**config.mk**
```make
export PLATFORM = sky130hd
export DESIGN_NAME = mem_port_arbiter
export DESIGN_NICKNAME = d
export VERILOG_FILES = /design/src/rtl/mem_port_arbiter.sv
export SDC_FILE = /design/constraint.sdc
export NUM_CORES = 1
export LEC_CHECK = 0
export CAP_MARGIN = 10
export CORE_MARGIN = 2
export CORE_UTILIZATION = 45
export DETAILED_ROUTE_END_ITERATION = 8
export PLACE_DENSITY_LB_ADDON = 0.25
export SLEW_MARGIN = 0
export SYNTH_ARGS = -nofsm -noshare
export SYNTH_HDL_FRONTEND = slang
export SYNTH_SLANG_ARGS = --single-unit
```
**constraint.sdc**
```tcl
create_clock -name clk -period 4.8 [get_ports clk]
set_input_delay 0.48 -clock clk [delete_from_list [all_inputs] [get_ports clk]]
set_output_delay 0.48 -clock clk [all_outputs]
set_load 0.01 [all_outputs]
```
**src/rtl/mem_port_arbiter.sv**
```systemverilog
// mem_port_arbiter: shares one single-ported memory between the instruction-fetch
// requester (IF) and the load/store requester (D). One transaction outstanding at a
// time. D has priority, bounded by a starvation counter that hands IF the port once
// D has been granted STARVE_MAX times in a row while IF was waiting.
module mem_port_arbiter #(
  parameter int AW         = 32,
  parameter int DW         = 32,
  parameter int STARVE_MAX = 4
) (
  input  logic              clk,
  input  logic              rst,
  input  logic              if_req_valid,
  output logic              if_req_ready,
  input  logic [AW-1:0]     if_req_addr,
  output logic              if_rsp_valid,
  output logic [DW-1:0]     if_rsp_data,
  input  logic              d_req_valid,
  output logic              d_req_ready,
  input  logic              d_req_we,
  input  logic [AW-1:0]     d_req_addr,
  input  logic [DW-1:0]     d_req_wdata,
  input  logic [DW/8-1:0]   d_req_be,
  output logic              d_rsp_valid,
  output logic [DW-1:0]     d_rsp_data,
  output logic              mem_req_valid,
  input  logic              mem_req_ready,
  output logic              mem_req_we,
  output logic [AW-1:0]     mem_req_addr,
  output logic [DW-1:0]     mem_req_wdata,
  output logic [DW/8-1:0]   mem_req_be,
  input  logic              mem_rsp_valid,
  input  logic [DW-1:0]     mem_rsp_data,
  output logic              err_spurious
);

  typedef enum logic [1:0] {
    IDLE  = 2'd0,
    ISSUE = 2'd1,
    WAIT  = 2'd2
  } state_t;

  state_t     state;
  logic [3:0] starve_cnt;
  logic       owner_d;    // 1 = outstanding transaction belongs to D
  logic       grant_if;
  logic       grant_d;
  logic       starved;

  assign starved = (starve_cnt == 4'(STARVE_MAX));

  // Combinational grant in IDLE; readies are forced low while reset is asserted.
  // NOTE: every signal assigned in always_comb gets a default first, so no path
  // leaves it unassigned and no latch is inferred.
  always_comb begin
    grant_if = 1'b0;
    grant_d  = 1'b0;
    if (state == IDLE && rst) begin
      if (d_req_valid && !(if_req_valid && starved)) begin
        grant_d = 1'b1;
      end else if (if_req_valid) begin
        grant_if = 1'b1;
      end
    end
  end

  assign if_req_ready = grant_if;
  assign d_req_ready  = grant_d;

  // Transaction FSM: capture the winner, hold the memory request, route the response.
  // NOTE: sequential state uses non-blocking assignments so every register samples
  // pre-edge values regardless of statement order.
  always_ff @(posedge clk or negedge rst) begin
    if (!rst) begin
      state         <= IDLE;
      owner_d       <= 1'b0;
      starve_cnt    <= 4'd0;
      mem_req_valid <= 1'b0;
      mem_req_we    <= 1'b0;
      mem_req_addr  <= '0;
      mem_req_wdata <= '0;
      mem_req_be    <= '0;
      if_rsp_valid  <= 1'b0;
      if_rsp_data   <= '0;
      d_rsp_valid   <= 1'b0;
      d_rsp_data    <= '0;
    end else begin
      // Response strobes are single-cycle pulses unless re-armed below.
      if_rsp_valid <= 1'b0;
      d_rsp_valid  <= 1'b0;
      case (state)
        IDLE: begin
          if (grant_d) begin
            state         <= ISSUE;
            owner_d       <= 1'b1;
            mem_req_valid <= 1'b1;
            mem_req_we    <= d_req_we;
            mem_req_addr  <= d_req_addr;
            mem_req_wdata <= d_req_wdata;
            mem_req_be    <= d_req_be;
            // Count D wins only while IF is actually waiting.
            if (if_req_valid) begin
              if (!starved) starve_cnt <= starve_cnt + 4'd1;
            end else begin
              starve_cnt <= 4'd0;
            end
          end else if (grant_if) begin
            state         <= ISSUE;
            owner_d       <= 1'b0;
            mem_req_valid <= 1'b1;
            mem_req_we    <= 1'b0;
            mem_req_addr  <= if_req_addr;
            mem_req_wdata <= '0;
            mem_req_be    <= '1;
            starve_cnt    <= 4'd0;
          end
        end
        ISSUE: begin
          if (mem_req_ready) begin
            mem_req_valid <= 1'b0;
            state         <= WAIT;
          end
        end
        WAIT: begin
          if (mem_rsp_valid) begin
            state <= IDLE;
            if (owner_d) begin
              d_rsp_valid <= 1'b1;
              // A store completes with an ack carrying zero data.
              d_rsp_data  <= mem_req_we ? '0 : mem_rsp_data;
            end else begin
              if_rsp_valid <= 1'b1;
              if_rsp_data  <= mem_rsp_data;
            end
          end
        end
        default: state <= IDLE;
      endcase
    end
  end

  // Sticky flag for a memory response arriving when nothing is outstanding.
  always_ff @(posedge clk or negedge rst) begin
    if (!rst) begin
      err_spurious <= 1'b0;
    end else if (mem_rsp_valid && state != WAIT) begin
      err_spurious <= 1'b1;
    end
  end

endmodule

```
==> impl_metrics.ini <==
[route]
dr.pass1.iters = 4
drt-initial-drc-count = 272
drt-total-wl_um = 16400
vias = 4973
ant_nets = 0
wl_per_cell_um = 17.4
drc = 0
vias_per_cell = 5.30

[die]
die_w_um = 120
core_region_area_sq_um = 13200
die_height_um = 120
die_area_sq_um = 14500
io_pins = 278
initial_core_util_pct = 46.1
rows = 42

[power_and_ir_drop]
power_leakage_nw = 3.94
power_density_nw_per_um2 = 627
ir_worst_vdd_uv = 302

[timing]
hold_viol = 0
slew_headroom_pct = 32.4
hold_slack_ns = 0.0178
min_period_ns = 3.14
slew_viol_final = 0
final.setup_skew_ns = 0.0106
max_clock_freq_mhz = 318
grt_setup_unrepaired = no
finalSetupViolCount = 0
worst_pin_slew_ns = 1.01
final.setup.tns_ns = 0
fin_crit_sh_pct = 65.5

[clock_tree]
clock-sinks = 144
cts_root_buf = clkbuf_16
cts_tree = built
ctsResizeCount = 0
clkTransAtPathRegs_ns = 0.05
cts_max_path_buffers = 2
holdBufCountCts = 0
post_cts.repair.setup_buffers = 0
cts_buffers = 17
htree_levels = 4
clk_latency_ns = 0.42

[finish]
fin_util_pct = 72.1
layout_common_cells = clkdlybuf4s50_1, dfrtp_1, nand2b_1, nand2_1
syn_to_final_growth_pct = 56.4
drive_above_1_share_pct = 13.6
nets = 893
instances_no_fill = 939
final_common_cell = clkdlybuf4s50_1
n_antenna_cell = 0
fill_cells = 951

[grt]
grt_util_all_layers_pct = 22.9
grt.overflow.total = 0
grt_max_degree = 84
grt_pass1_vias = 5148
antenna_found_initial = 0
grt_pass1_wl_um = 26000

[place]
gp_congestion = 0.821
dp_hpwl_um = 11600
io_buffer_count = 277
dp_cells = 909

[worst_setup_path]
critical_path.slowest_cell = clkdlybuf4s50_1
cp-start-kind = input port
arrival_ns = 2.66
cp_common_cell = clkdlybuf4s50_1
reg2reg_depth = 4
worstSetupPathType = input port to output port
required_ns = 4.32
cp_max_fo = 37
cp-end-kind = output port
slowest_delay_ns = 0.65
crit_buf_inv = 4
cp.depth = 5
critPathTopFamily = buffers and inverters
path_cells = clkdlybuf4s50_1, buf_4, nand3_2, inv_2, clkdlybuf4s50_1

[synth]
syn_nets = 630
avgSynthCellArea_sq_um = 12.5
synth_cells = 489
netlist-cell-type-count = 30
ys_warn_count = 0
ys_seq_area_share_pct = 59.0
synth_seq_cells = 144
netlist_area_sq_um = 6100

[run_status]
status = complete, no violations

[job]
max_cap_violations = 0

[worst_hold_path]
hp-class = input port to async pin
==> power breakdown <==
part	switching, mW	internal (mW)
clock	0.463	0.813
sequential	0.383	1.79
combinational	0.991	1.54
==> registers in the layout (all words and copies together) (netlist names) <==
name and cells:
d_rsp_data 32, d_rsp_valid 1, err_spurious 1, if_rsp_data 32, if_rsp_valid 1, mem_req_addr 32
mem_req_be 4, mem_req_valid 1, mem_req_wdata 32, mem_req_we 1, owner_d 1, starve_cnt 4
state 2
==> metal layers <==
metal	up-vias	global-route usage [%]	routed length [um]	share of wire (%)
li1	2315	-	-	-
met1	2430	27.7	6520	40
met2	191	38.4	8320	51
met3	37	5.94	1000	6.1
met4	0	10.6	501	3.1
met5	-	0	0	0
==> cell families (layout without fill, tap and decap cells) <==
group                      after synthesis  count (layout)  synth area share [%]
adders and majority gates                2               2                 0.410
muxes                                   32              32                  5.90
DFF                                    144             144                  59.0
and+or+nand+nor                        151             151                  15.9
AOI/OAI and AO/OA                      112             112                  15.1
buffers and inverters                   48             322                  3.65
==> per-stage QoR <==
stage          worst slack, ns  total power, mW  instance area, sq um
4_1_cts                   1.66             6.05                  9550
3_3_place_gp              1.70             4.65                  8970
3_5_place_dp              1.66             4.74                  8970
2_1_floorplan             2.88             3.23                  6100
5_1_grt                   1.49             6.32                  9550
6_report                  1.66             5.98                  9550
==> final timing paths <==
check | start | to | slack (ns)
min reg2reg | err_spurious$_DFFE_PN0P_ | err_spurious$_DFFE_PN0P_ | 0.46
max in group asynchronous | rst | mem_req_wdata[3]$_DFFE_PN0P_ | 3.34
min in group clk | err_spurious$_DFFE_PN0P_ | err_spurious$_DFFE_PN0P_ | 0.46
max | d_req_valid | d_req_ready | 1.66
max reg2reg | state[0]$_DFFE_PN0P_ | mem_req_addr[26]$_DFFE_PN0P_ | 2.58
min | rst | d_rsp_data[5]$_DFFE_PN0P_ | 0.02
==> cells in the mapped netlist <==
| cell type | count | area share, % |
|---|---|---|
| a21o_1 | 2 | 0.25 |
| o22a_1 | 4 | 0.57 |
| o21ai_0 | 35 | 2.9 |
| and2_1 | 1 | 0.10 |
| buf_2 | 16 | 1.3 |
| or3b_1 | 1 | 0.14 |
| nand2_1 | 36 | 2.2 |
| clkbuf_1 | 23 | 1.4 |
| inv_1 | 5 | 0.31 |
| o311ai_0 | 1 | 0.14 |
| o21ai_1 | 1 | 0.082 |
| nor3b_4 | 2 | 0.62 |
| o22ai_1 | 1 | 0.10 |
| a22o_1 | 33 | 4.7 |
| nand4b_1 | 35 | 5.0 |
| nor2_1 | 3 | 0.18 |
| o221a_1 | 2 | 0.37 |
| nand2b_1 | 66 | 6.8 |
| buf_6 | 3 | 0.55 |
| a21bo_1 | 1 | 0.16 |
| nand3b_1 | 2 | 0.25 |
| nand3_2 | 1 | 0.16 |
| and4b_1 | 1 | 0.16 |
| dfrtp_1 | 144 | 59 |
| inv_2 | 1 | 0.061 |
| mux2_2 | 32 | 5.9 |
| ha_1 | 2 | 0.41 |
| o221a_2 | 30 | 5.5 |
| nand4_1 | 3 | 0.31 |
| o211ai_1 | 2 | 0.25 |
==> worst reg2reg max path, stage by stage (launching register included) <==
cell	delay, ns
dfrtp_1	0.44
or3b_1	0.44
nor2_2	0.66
buf_4	0.38
o221a_2	0.24
==> final cells by class <==
class,instances,area [sq um],share of cell area (%)
Sequential cell,144,3600,37.8
Timing Repair Buffer,286,2840,29.8
Multi-Input combinational cell,297,2280,23.9
Clock buffer,25,495,5.19
Tap cell,176,220,2.31
Clock inverter,5,78.8,0.826
Inverter,6,22.5,0.236
Power figures use the tool's default switching activity.
